==> src/rtl/seq_decoder_pkg.sv <==
// seq_decoder_pkg
//   Shared types and helpers for the sequenced one-hot decoder.
//   - state_t     : controller state (IDLE / HOLD / SCAN)
//   - timer_width : bits needed to count up to max(HOLD_CYCLES, DWELL)
//   Optional feature macro used by seq_decoder: SEQ_DEC_RANGE_CHK_EN.
package seq_decoder_pkg;

  typedef enum logic [1:0] {
    ST_IDLE = 2'd0,
    ST_HOLD = 2'd1,
    ST_SCAN = 2'd2
  } state_t;

  // clog2(max(hold_cycles, dwell) + 1), never below one bit.
  function automatic int timer_width(input int hold_cycles, input int dwell);
    int m;
    m = (hold_cycles > dwell) ? hold_cycles : dwell;
    return ($clog2(m + 1) < 1) ? 1 : $clog2(m + 1);
  endfunction

endpackage

==> src/rtl/seq_decoder_onehot.sv <==
// seq_decoder_onehot
//   Combinational binary -> one-hot converter with a range flag.
//   Ports:
//     sel      in  SEL_W    binary line index
//     onehot   out NUM_OUT  1<<sel, all-zero when sel >= NUM_OUT
//     in_range out 1        sel < NUM_OUT
module seq_decoder_onehot
  import seq_decoder_pkg::*;
#(
  parameter int SEL_W   = 3,
  parameter int NUM_OUT = 8
) (
  input  logic [SEL_W-1:0]   sel,
  output logic [NUM_OUT-1:0] onehot,
  output logic               in_range
);

  // One extra bit so NUM_OUT == 2**SEL_W still compares correctly.
  assign in_range = ({1'b0, sel} < (SEL_W + 1)'(NUM_OUT));

  for (genvar gi = 0; gi < NUM_OUT; gi++) begin : g_line
    assign onehot[gi] = (sel == SEL_W'(gi));
  end

endmodule

==> src/rtl/seq_decoder.sv <==
// seq_decoder
//   Registered one-hot decoder with a valid/ready select port, optional
//   timed hold and an autonomous SCAN mode that walks the active line.
//   Ports:
//     clk, rst     clock, synchronous active-high reset
//     sel          line to assert; sel_valid / sel_ready handshake
//     clear        drop any line, go IDLE
//     scan_start   enter SCAN (from IDLE/HOLD); scan_stop leaves SCAN
//     y            registered zero-or-one-hot output
//     busy         high while in SCAN
//     err          one-cycle out-of-range pulse
//   Macro SEQ_DEC_RANGE_CHK_EN: when defined an out-of-range transfer leaves
//   y/state/timer untouched and pulses err; otherwise it clears y (err = 0).
module seq_decoder
  import seq_decoder_pkg::*;
#(
  parameter int SEL_W       = 3,
  parameter int NUM_OUT     = 8,
  parameter int HOLD_CYCLES = 0,
  parameter int DWELL       = 4
) (
  input  logic               clk,
  input  logic               rst,
  input  logic [SEL_W-1:0]   sel,
  input  logic               sel_valid,
  output logic               sel_ready,
  input  logic               clear,
  input  logic               scan_start,
  input  logic               scan_stop,
  output logic [NUM_OUT-1:0] y,
  output logic               busy,
  output logic               err
);

  localparam int                 TIMER_W    = timer_width(HOLD_CYCLES, DWELL);
  localparam logic [TIMER_W-1:0] HOLD_LOAD  = TIMER_W'(HOLD_CYCLES);
  localparam logic [TIMER_W-1:0] DWELL_LOAD = TIMER_W'(DWELL - 1);
  localparam logic [SEL_W-1:0]   LAST_IDX   = SEL_W'(NUM_OUT - 1);
  localparam bit                 HOLD_TIMED = (HOLD_CYCLES > 0);

  state_t               state_reg, state_next;
  logic [NUM_OUT-1:0]   y_reg, y_next;
  logic [TIMER_W-1:0]   timer_reg, timer_next;
  logic [SEL_W-1:0]     idx_reg, idx_next;

  logic [NUM_OUT-1:0]   cmd_onehot, scan_onehot;
  logic                 cmd_in_range, scan_in_range;
  logic [SEL_W-1:0]     scan_idx_adv;
  logic                 transfer;

  // Ready already excludes clear/scan_start/SCAN, which gives those the
  // required priority over a select transfer.
  assign sel_ready    = (state_reg != ST_SCAN) & ~scan_start & ~clear;
  assign transfer     = sel_valid & sel_ready;
  assign scan_idx_adv = (idx_reg == LAST_IDX) ? '0 : idx_reg + 1'b1;

  seq_decoder_onehot #(.SEL_W(SEL_W), .NUM_OUT(NUM_OUT)) u_cmd_dec (
    .sel      (sel),
    .onehot   (cmd_onehot),
    .in_range (cmd_in_range)
  );

  // Decodes the line the scan will move to at the next dwell expiry.
  seq_decoder_onehot #(.SEL_W(SEL_W), .NUM_OUT(NUM_OUT)) u_scan_dec (
    .sel      (scan_idx_adv),
    .onehot   (scan_onehot),
    .in_range (scan_in_range)
  );

`ifdef SEQ_DEC_RANGE_CHK_EN
  logic err_reg, err_next;
`endif

  always_comb begin
    state_next = state_reg;
    y_next     = y_reg;
    timer_next = timer_reg;
    idx_next   = idx_reg;
`ifdef SEQ_DEC_RANGE_CHK_EN
    err_next   = 1'b0;
`endif
    if (clear) begin
      state_next = ST_IDLE;
      y_next     = '0;
      timer_next = '0;
      idx_next   = '0;
    end else if (state_reg == ST_SCAN) begin
      if (scan_stop) begin
        state_next = ST_IDLE;
        y_next     = '0;
        timer_next = '0;
        idx_next   = '0;
      end else if (timer_reg == '0) begin
        idx_next   = scan_idx_adv;
        y_next     = scan_onehot & {NUM_OUT{scan_in_range}};
        timer_next = DWELL_LOAD;
      end else begin
        timer_next = timer_reg - 1'b1;
      end
    end else if (scan_start) begin
      state_next = ST_SCAN;
      y_next     = NUM_OUT'(1);
      idx_next   = '0;
      timer_next = DWELL_LOAD;
    end else if (transfer) begin
      if (cmd_in_range) begin
        state_next = ST_HOLD;
        y_next     = cmd_onehot;
        timer_next = HOLD_LOAD;
      end else begin
`ifdef SEQ_DEC_RANGE_CHK_EN
        err_next   = 1'b1;
`else
        state_next = ST_IDLE;
        y_next     = '0;
        timer_next = '0;
`endif
      end
    end else if (HOLD_TIMED && state_reg == ST_HOLD) begin
      // Timer holds the number of high cycles still to come, including this one.
      if (timer_reg <= TIMER_W'(1)) begin
        state_next = ST_IDLE;
        y_next     = '0;
        timer_next = '0;
      end else begin
        timer_next = timer_reg - 1'b1;
      end
    end
  end

  always_ff @(posedge clk) begin
    if (rst) begin
      state_reg <= ST_IDLE;
      y_reg     <= '0;
      timer_reg <= '0;
      idx_reg   <= '0;
    end else begin
      state_reg <= state_next;
      y_reg     <= y_next;
      timer_reg <= timer_next;
      idx_reg   <= idx_next;
    end
  end

`ifdef SEQ_DEC_RANGE_CHK_EN
  always_ff @(posedge clk) begin
    if (rst) err_reg <= 1'b0;
    else     err_reg <= err_next;
  end
  assign err = err_reg;
`else
  assign err = 1'b0;
`endif

  assign y    = y_reg;
  assign busy = (state_reg == ST_SCAN);

endmodule
==> config.mk <==
export PLATFORM = sky130hd
export DESIGN_NAME = seq_decoder
export DESIGN_NICKNAME = d
export VERILOG_FILES = /design/src/rtl/seq_decoder_pkg.sv /design/src/rtl/seq_decoder_onehot.sv /design/src/rtl/seq_decoder.sv
export SDC_FILE = /design/constraint.sdc
export NUM_CORES = 1
export LEC_CHECK = 0
export CORE_UTILIZATION = 52
export DETAILED_ROUTE_END_ITERATION = 7
export GPL_TIMING_DRIVEN = 0
export PLACE_DENSITY = 0.82
export SLEW_MARGIN = 0
export SYNTH_ARGS = -nofsm -noshare
export SYNTH_HDL_FRONTEND = slang
export SYNTH_SLANG_ARGS = --single-unit
==> constraint.sdc <==
create_clock -name clk -period 4.08 [get_ports clk]
set_clock_uncertainty 0.15 [all_clocks]
set_input_delay 0.816 -clock clk [delete_from_list [all_inputs] [get_ports clk]]
set_output_delay 0.816 -clock clk [all_outputs]
set_load 0.005 [all_outputs]
==> results of run 1 <==
kinds of logic after synthesis:
logic type	Yosys count	share of synthesized area [%]
buffers and inverters	12	6.986
AO/OA/AOI/OAI	41	31.23
other	1	0.4106
flip-flops	16	35.07
adder cells (fa/ha/maj)	4	5.480
AND/OR/NAND/NOR	33	20.82
worst register-to-register path: cells and delay by family (launching register included):
kind                     cells  cell delay, ns
flip-flops                   1            0.36
AND/OR/NAND/NOR              1            0.53
AO/OA/AOI/OAI                1            0.16
adder cells (fa/ha/maj)      2            0.57
placed cells by master, fill, tap and decap left out, types with 2 or more instances in the layout:
cell / n
clkdlybuf4s50_1: 18
dfxtp_1: 16
a21oi_1: 14
nor2_1: 12
a32oi_1: 8
inv_1: 7
o21ai_0: 7
and3_1: 4
ha_1: 4
nand2_1: 3
nor3_1: 3
o21ai_1: 3
clkbuf_4: 3
buf_6: 2
nand2b_1: 2
a31oi_1: 2
nand3_1: 2
o221a_2: 2
Yosys cell counts, drive strengths merged:
cell type	instances
a22oi	1
or2	1
nor2b	1
a22o	1
ha	4
and3	4
a31oi	2
a21oi	14
nand2b	3
nor2	12
o31ai	1
a2bb2oi	1
o21ai	10
or4	1
conb	1
nor3b	1
nand2	3
dfxtp	16
buf	4
inv	8
or3b	1
o221a	2
a32oi	9
nand3	2
nor3	4
metrics by stage:
| step | hold slack, ns | setup WS, ns | area [um2] | cells | power, mW |
|---|---|---|---|---|---|
| detailed placement | 0.3438 | 0.7903 | 1114 | 141 | 0.2346 |
| floorplan | 0.3078 | 1.934 | 913.4 | 107 | 0.2060 |
| CTS | 0.3648 | 0.7807 | 1150 | 145 | 0.3412 |
| global route | 0.3997 | 0.6394 | 1150 | 145 | 0.3539 |
| finish | 0.3564 | 0.7645 | 1150 | 145 | 0.3398 |
| global placement | 0.3242 | 0.7968 | 1114 | 141 | 0.2324 |
power groups by stage:
stage	Combinational (mW)	Sequential [mW]	Clock, mW
6_report	0.0660	0.166	0.108
3_5_place_dp	0.0652	0.169	0
5_1_grt	0.0741	0.167	0.113
2_1_floorplan	0.0370	0.169	0
3_3_place_gp	0.0636	0.169	0
4_1_cts	0.0655	0.166	0.110
cell type report:
cell class | instances | area [um2] | area share [%]
multi-input combinational | 79 | 529.3 | 46.03
sequential | 16 | 320.3 | 27.86
timing repair buffer | 18 | 180.2 | 15.67
clock buffer | 4 | 36.28 | 3.156
buffer | 4 | 33.78 | 2.938
inverter | 8 | 30.03 | 2.612
tap | 16 | 20.02 | 1.741
worst max-delay path by stage:
stage	slack, ns	cells after the start	to
4_1_cts	0.78	5	sel_ready
2_1_floorplan	1.93	3	sel_ready
3_3_place_gp	0.80	5	sel_ready
5_1_grt	0.64	5	sel_ready
6_report	0.76	5	sel_ready
3_5_place_dp	0.79	5	sel_ready
metal layers:
| layer | wire (um) | global-route usage, % | up-vias |
|---|---|---|---|
| met3 | 108 | 5.833 | 8 |
| met1 | 1009 | 37.34 | 425 |
| met2 | 1022 | 41.79 | 27 |
| li1 | - | - | 442 |
| met4 | 59 | 13.94 | 0 |
| met5 | 0 | 0 | - |
==> flow_metrics.py, run 1 <==
metrics = {
    "die": {
        "fp.dieW_um": 43.91,
        "die_area_um2": 1928,
        "rows": 14,
        "core_area_um2": 1577,
        "io_pins": 20,
        "die_h_um": 43.91,
        "start_util_pct": 57.94,
    },
    "clock_tree": {
        "cts_root_buffer": "clkbuf_4",
        "cts_tree": "built",
        "h-tree-depth": 1,
        "holdBufCountCts": 0,
        "post_cts_buffers": 0,
        "cts_resized": 0,
        "cts_sinks": 16,
        "insertion_delay_ns": 0.30,
        "clk_pin_slew_ns": 0.09,
        "clockBufferDepth": 2,
        "cts_buffers": 3,
    },
    "synth": {
        "yosys_warnings": 0,
        "synth_area_leaders": "dfxtp_1 (35%), a21oi_1 (7.7%), a32oi_1 (7.7%)",
        "ys_seq_elements": 16,
        "syn_inst": 107,
        "netlist-cell-type-count": 32,
        "syn_nets": 120,
        "avgSynthCellArea_um2": 8.536,
        "synth-seq-area-share_pct": 35.07,
        "synth_top_area_share_pct": 35.07,
        "syn-cell-area_um2": 913.4,
        "yosys.area.top_type": "dfxtp_1",
    },
    "layout": {
        "antennaDiodeCount": 0,
        "syn2layout_area_growth_pct": 25.89,
        "utilization_pct": 72.94,
        "largest_reg_flops": 8,
        "nets": 143,
        "nFillCells": 117,
        "drive_above_1_share_pct": 11.63,
    },
    "global_route": {
        "grt_max_degree": 11,
        "grt_pass1_vias": 892,
        "grt_overflow": 0,
        "antenna_found_initial": 0,
        "grt_first_pass_wirelength_um": 3919,
        "grt_usage_pct": 27.70,
    },
    "critical_path": {
        "worstSetupStartpoint": "scan_start",
        "startpoint_type": "primary input",
        "critPathSlowestCell": "clkdlybuf4s50_1",
        "cp.required_ns": 3.11,
        "reg2reg_depth": 4,
        "cp_top_family": "buffers and inverters",
        "slowest_delay_ns": 0.52,
        "cp.arrival_ns": 2.35,
        "cpMostUsedCell": "clkdlybuf4s50_1",
        "reg2reg_from": "idx_reg[0]",
        "cp_max_fo": 8,
        "worstSetupEndpointType": "primary output",
        "worst-path-buf-inv": 3,
        "crit_type": "in2out",
        "path_cells": "clkdlybuf4s50_1 -> inv_1 -> nand2_1 -> nor2_1 -> clkdlybuf4s50_1",
        "rr_endpoint": "y[0]",
        "r2r_setup_slack_ns": 2.25,
    },
    "hold_path": {
        "hold_end": "timer_reg[2]",
        "min_from": "timer_reg[2]",
        "holdPathStages": 2,
        "min_path_type": "reg2reg",
    },
    "flow_run": {
        "maxCapViolCount": 0,
    },
    "power": {
        "power_leakage_nw": 0.4269,
        "intPower_mw": 0.2483,
        "power_switching_share_pct": 26.93,
        "power_frac_clock_pct": 31.8,
        "p_seq_share_pct": 48.8,
        "power_density_nw_per_um2": 295.5,
        "vdd_ir_drop_max_mv": 0.1952,
        "power.switching_mw": 0.09151,
        "power_frac_comb_pct": 19.4,
    },
    "sta": {
        "clock.fmax_mhz": 301.6,
        "slew_viol_final": 0,
        "final-setup-viol-count": 0,
        "fin_crit_ns": 3.315,
        "timing.final.crit_share_pct": 81.26,
        "hold_viol_final": 0,
        "rsz0062_at_grt": "false",
        "setup_tns_ns": 0,
        "maxSlewHeadroom_pct": 58.16,
        "tightest_slew_ns": 0.6254,
    },
    "routing": {
        "vias_per_cell": 6.221,
        "ant_nets": 0,
        "dr.first_iter.drc_count": 33,
        "vias": 902,
        "routedWlPerCell_um": 15.17,
        "first_pass_iters": 6,
        "wirelength_um": 2200,
        "drc": 0,
    },
    "run_status": {
        "outcome": "complete, no violations",
    },
    "placement": {
        "io_buffers": 18,
        "hpwl_um": 1677,
        "gp_congestion": 0.9066,
    },
}
Note: power is estimated with default switching activity, not from simulation.
==> inputs of run 2 (changes only) <==
- CORE_UTILIZATION: 52 -> 49
- PLACE_DENSITY: 0.82 -> 0.78
- clock period: 4.08 -> 3.2 ns (I/O delays scaled with it)
==> run 2 against run 1 <==
Net effect: the run now ends with design-rule violations left; hold slack worse by 0.0021 ns; non-clock buffer count unchanged; sequential share of layout area down 0.27 points; routed wire length down 3.2%; sequential power up 27%; global-route usage down 4.5 points; critical path depth unchanged; largest cell class unchanged; highest routed layer unchanged.
==> flow_metrics.py, run 2 (same netlist as run 1, synthesis figures left out) <==
metrics = {
    "run_status": {
        "outcome": "finished with violations",
        "violations": "design-rule violations",
    },
    "clock_tree": {
        "insertion_delay_ns": 0.29,
        "cts_resized": 0,
        "cts_tree": "built",
        "holdBufCountCts": 0,
        "cts_buffers": 3,
        "h-tree-depth": 1,
        "clk_pin_slew_ns": 0.09,
        "clockBufferDepth": 2,
        "cts_root_buffer": "clkbuf_4",
        "post_cts_buffers": 0,
        "cts_sinks": 16,
    },
    "sta": {
        "final-setup-viol-count": 0,
        "clock.fmax_mhz": 339.9,
        "fin_crit_ns": 2.942,
        "slew_viol_final": 0,
        "maxSlewHeadroom_pct": 63.95,
        "hold_viol_final": 0,
        "setup_tns_ns": 0,
        "tightest_slew_ns": 0.5388,
        "final.setup.worst_slack_ns": 0.2583,
        "timing.final.crit_share_pct": 91.93,
        "rsz0062_at_grt": "false",
    },
    "layout": {
        "final_common_cell": "clkdlybuf4s50_1",
        "syn2layout_area_growth_pct": 27.12,
        "antennaDiodeCount": 0,
        "nFillCells": 161,
        "drive_above_1_share_pct": 11.63,
        "nets": 143,
        "largest_reg_flops": 8,
        "layout_common_cells": "clkdlybuf4s50_1 (18), dfxtp_1 (16), a21oi_1 (14)",
    },
    "critical_path": {
        "worstSetupEndpointType": "primary output",
        "r2r_setup_slack_ns": 1.36,
        "cp.required_ns": 2.41,
        "cp_max_fo": 8,
        "crit_type": "in2out",
        "startpoint_type": "primary input",
        "cp.arrival_ns": 2.15,
    },
    "routing": {
        "routedWlPerCell_um": 13.83,
        "vias": 889,
        "first_pass_iters": 8,
        "dr.first_iter.drc_count": 27,
        "drc": 1,
        "wirelength_um": 2130,
        "vias_per_cell": 5.773,
        "ant_nets": 0,
    },
    "power": {
        "power_frac_clock_pct": 31.3,
        "power_density_nw_per_um2": 369.3,
        "vdd_ir_drop_max_mv": 0.3072,
        "p_seq_share_pct": 49.3,
        "power.switching_mw": 0.1126,
        "power_frac_comb_pct": 19.4,
        "power_switching_share_pct": 26.25,
        "power_leakage_nw": 0.4269,
        "intPower_mw": 0.3162,
    },
    "die": {
        "core_area_um2": 1745,
        "fp.dieW_um": 45.18,
        "die_h_um": 45.18,
        "die_area_um2": 2041,
        "start_util_pct": 52.33,
        "io_pins": 20,
        "rows": 15,
    },
    "global_route": {
        "grt_pass1_vias": 874,
        "grt_usage_pct": 23.23,
        "grt_overflow": 0,
        "grt_first_pass_wirelength_um": 3450,
        "grt_max_degree": 11,
        "antenna_found_initial": 0,
    },
    "flow_run": {
        "maxCapViolCount": 0,
    },
    "hold_path": {
        "min_path_type": "reg2reg",
    },
    "placement": {
        "dpl_worst_slack_ns": 0.2660,
        "io_buffers": 18,
        "gp_congestion": 0.9531,
        "hpwl_um": 1609,
    },
}
run 2: cell counts in the layout (fill, tap and decap cells not counted):
Identical to the previous run, type by type.
run 2: path summary, 6_finish.rpt:
path | from | end | depth (start not counted)
max | scan_start | sel_ready | 5
min reg2reg | timer_reg[2] | timer_reg[2] | 2
min | timer_reg[2] | timer_reg[2] | 2
max reg2reg | idx_reg[0] | y[0] | 4
run 2: per-stage QoR:
stage | cells | total power, mW | hold slack [ns] | util (%) | area, um2
after global placement | 150 | 0.2961 | 0.3305 | 64.44 | 1125
final | 154 | 0.4288 | 0.3543 | 66.52 | 1161
after detailed placement | 150 | 0.2985 | 0.3385 | 64.44 | 1125
after global routing | 154 | 0.4534 | 0.3931 | 66.52 | 1161
after floorplan | 107 | 0.2627 | 0.3078 | - | 913.4
after CTS | 154 | 0.4300 | 0.3582 | 66.52 | 1161
run 2: critical path, cell delays in order:
cell	delay (ns)
clkdlybuf4s50_1	0.52
inv_1	0.28
nand2_1	0.11
nor2_1	0.09
clkdlybuf4s50_1	0.50
run 2: power by group through the flow:
stage,Sequential (mW),Clock [mW],Combinational (mW)
floorplan,0.215,0,0.0472
global placement,0.215,0,0.0808
detailed placement,0.216,0,0.0825
CTS,0.211,0.135,0.0832
global route,0.212,0.150,0.0909
finish,0.211,0.134,0.0832
run 2: per-layer routing:
layer	share of wire, %	vias to the layer above	global-route usage [%]
met3	5.1	2	4.800
met1	43	419	25.62
li1	-	440	-
met4	0.28	0	15.15
met2	51	28	40.00
met5	0	-	0
run 2: final cells by class:
type	instances	area, um2	share of cell area [%]
timing repair buffer	18	180.2	15.52
multi-input combinational	79	529.3	45.58
buffer	4	33.78	2.909
sequential	16	320.3	27.59
inverter	8	30.03	2.586
tap	25	31.28	2.694
clock buffer	4	36.28	3.125
==> inputs of run 3 (changes only) <==
- CORE_MARGIN: default -> 2
==> run 3 against run 2 <==
Net effect: utilization unchanged; the run now ends clean; sequential share of layout area unchanged; die area up 9.1%; total power up 0.24%; routed wire length up 1.3%; global-route usage down 0.18 points; non-clock buffer count unchanged; fmax up 0.47%; register-to-register slack about the same.
==> flow_metrics.py, run 3 (same netlist as run 1, synthesis figures left out) <==
metrics = {
    "global_route": {
        "grt_max_degree": 11,
        "antenna_found_initial": 0,
        "grt_first_pass_wirelength_um": 3553,
        "grt_overflow": 0,
        "grt_pass1_vias": 771,
        "grt_usage_pct": 23.05,
    },
    "sta": {
        "clock.fmax_mhz": 341.5,
        "maxSlewHeadroom_pct": 59.77,
        "fin_crit_ns": 2.928,
        "setup_tns_ns": 0,
        "timing.final.crit_share_pct": 91.50,
        "final-setup-viol-count": 0,
        "hold_viol_final": 0,
        "rsz0062_at_grt": "false",
        "tightest_slew_ns": 0.6012,
        "slew_viol_final": 0,
    },
    "routing": {
        "vias": 885,
        "wirelength_um": 2157,
        "first_pass_iters": 4,
        "dr.first_iter.drc_count": 21,
        "vias_per_cell": 5.747,
        "drc": 0,
        "ant_nets": 0,
        "routedWlPerCell_um": 14.01,
    },
    "critical_path": {
        "worst-path-buf-inv": 3,
        "critPathSlowestCell": "clkdlybuf4s50_1",
        "slowest_delay_ns": 0.52,
        "reg2reg_depth": 4,
        "path_cells": "clkdlybuf4s50_1 -> inv_1 -> nand2_1 -> nor2_1 -> clkdlybuf4s50_1",
        "r2r_setup_slack_ns": 1.35,
        "reg2reg_from": "idx_reg[0]",
        "cpMostUsedCell": "clkdlybuf4s50_1",
        "rr_endpoint": "y[0]",
        "worstSetupEndpointType": "primary output",
        "cp.arrival_ns": 2.14,
        "cp.required_ns": 2.41,
        "crit_type": "in2out",
        "startpoint_type": "primary input",
        "cp_top_family": "buffers and inverters",
        "cp_max_fo": 8,
    },
    "hold_path": {
        "holdPathStages": 2,
        "hold_end": "timer_reg[2]",
        "min_from": "timer_reg[2]",
        "min_path_type": "reg2reg",
    },
    "power": {
        "power_frac_comb_pct": 19.5,
        "intPower_mw": 0.3164,
        "power.switching_mw": 0.1135,
        "power_frac_clock_pct": 31.4,
        "p_seq_share_pct": 49.1,
        "power_density_nw_per_um2": 370.2,
        "power_leakage_nw": 0.4269,
        "vdd_ir_drop_max_mv": 0.2535,
        "power_switching_share_pct": 26.40,
    },
    "clock_tree": {
        "clk_pin_slew_ns": 0.09,
        "cts_root_buffer": "clkbuf_4",
        "h-tree-depth": 1,
        "post_cts_buffers": 0,
        "holdBufCountCts": 0,
        "cts_resized": 0,
        "cts_sinks": 16,
        "insertion_delay_ns": 0.29,
        "cts_tree": "built",
        "cts_buffers": 3,
        "clockBufferDepth": 2,
    },
    "placement": {
        "dpl.cell_count": 150,
        "gp_congestion": 0.8609,
        "hpwl_um": 1677,
        "io_buffers": 18,
    },
    "die": {
        "rows": 15,
        "fp.dieW_um": 47.18,
        "core_area_um2": 1745,
        "start_util_pct": 52.33,
        "die_area_um2": 2225,
        "die_h_um": 47.18,
        "io_pins": 20,
    },
    "layout": {
        "largest_reg_flops": 8,
        "antennaDiodeCount": 0,
        "layout_common_cells": "clkdlybuf4s50_1 (18), dfxtp_1 (16), a21oi_1 (14)",
        "drive_above_1_share_pct": 11.63,
        "nets": 143,
        "final_common_cell": "clkdlybuf4s50_1",
        "syn2layout_area_growth_pct": 27.12,
        "fin_cells": 154,
    },
    "flow_run": {
        "maxCapViolCount": 0,
    },
    "run_status": {
        "outcome": "complete, no violations",
    },
}
## run 3: cell counts in the layout (fill, tap and decap cells not counted)
Identical to the previous run, type by type.
## run 3: how the worst max path moves through the flow
stage | startpoint | to | slack, ns | cells after the start
after floorplan | scan_start | sel_ready | 1.41 | 3
after global placement | scan_start | sel_ready | 0.26 | 5
after detailed placement | scan_start | sel_ready | 0.28 | 5
after CTS | scan_start | sel_ready | 0.27 | 5
after global routing | scan_start | sel_ready | 0.17 | 5
final | scan_start | sel_ready | 0.27 | 5
## run 3: power groups by stage
stage	logic [mW]	clock network, mW	registers (mW)
2_1_floorplan	0.0472	0	0.215
3_3_place_gp	0.0808	0	0.215
3_5_place_dp	0.0832	0	0.216
4_1_cts	0.0839	0.137	0.211
5_1_grt	0.0925	0.147	0.212
6_report	0.0836	0.135	0.211
## run 3: per-layer routing
| metal | up-vias | wire, um | global-route usage (%) |
|---|---|---|---|
| li1 | 445 | - | - |
| met1 | 409 | 953 | 28.74 |
| met2 | 24 | 1066 | 38.08 |
| met3 | 7 | 81 | 3.846 |
| met4 | 0 | 55 | 11.67 |
| met5 | - | 0 | 0 |
## run 3: worst reg2reg max path, delay by kind of cell (launching register included)
family | cells | cell delay (ns)
AND/OR/NAND/NOR | 1 | 0.55
AO/OA/AOI/OAI | 1 | 0.17
flip-flops | 1 | 0.36
adder cells (fa/ha/maj) | 2 | 0.57
## run 3: final cells by class
| type | instances | area [um2] |
|---|---|---|
| Tap cell | 25 | 31.28 |
| Clock buffer | 4 | 36.28 |
| Buffer | 4 | 33.78 |
| Timing Repair Buffer | 18 | 180.2 |
| Sequential cell | 16 | 320.3 |
| Inverter | 8 | 30.03 |
| Fill cell | 151 | 584.3 |
| Multi-Input combinational cell | 79 | 529.3 |
## run 3: per-stage QoR
step	power (mW)	util (%)	hold slack (ns)	area [um2]	worst slack (ns)
after floorplan	0.2627	-	0.3078	913.4	1.406
after global placement	0.2963	64.44	0.3273	1125	0.2594
after detailed placement	0.2990	64.44	0.3389	1125	0.2776
after CTS	0.4317	66.52	0.3627	1161	0.2740
after global routing	0.4510	66.52	0.3923	1161	0.1678
final	0.4298	66.52	0.3546	1161	0.2722
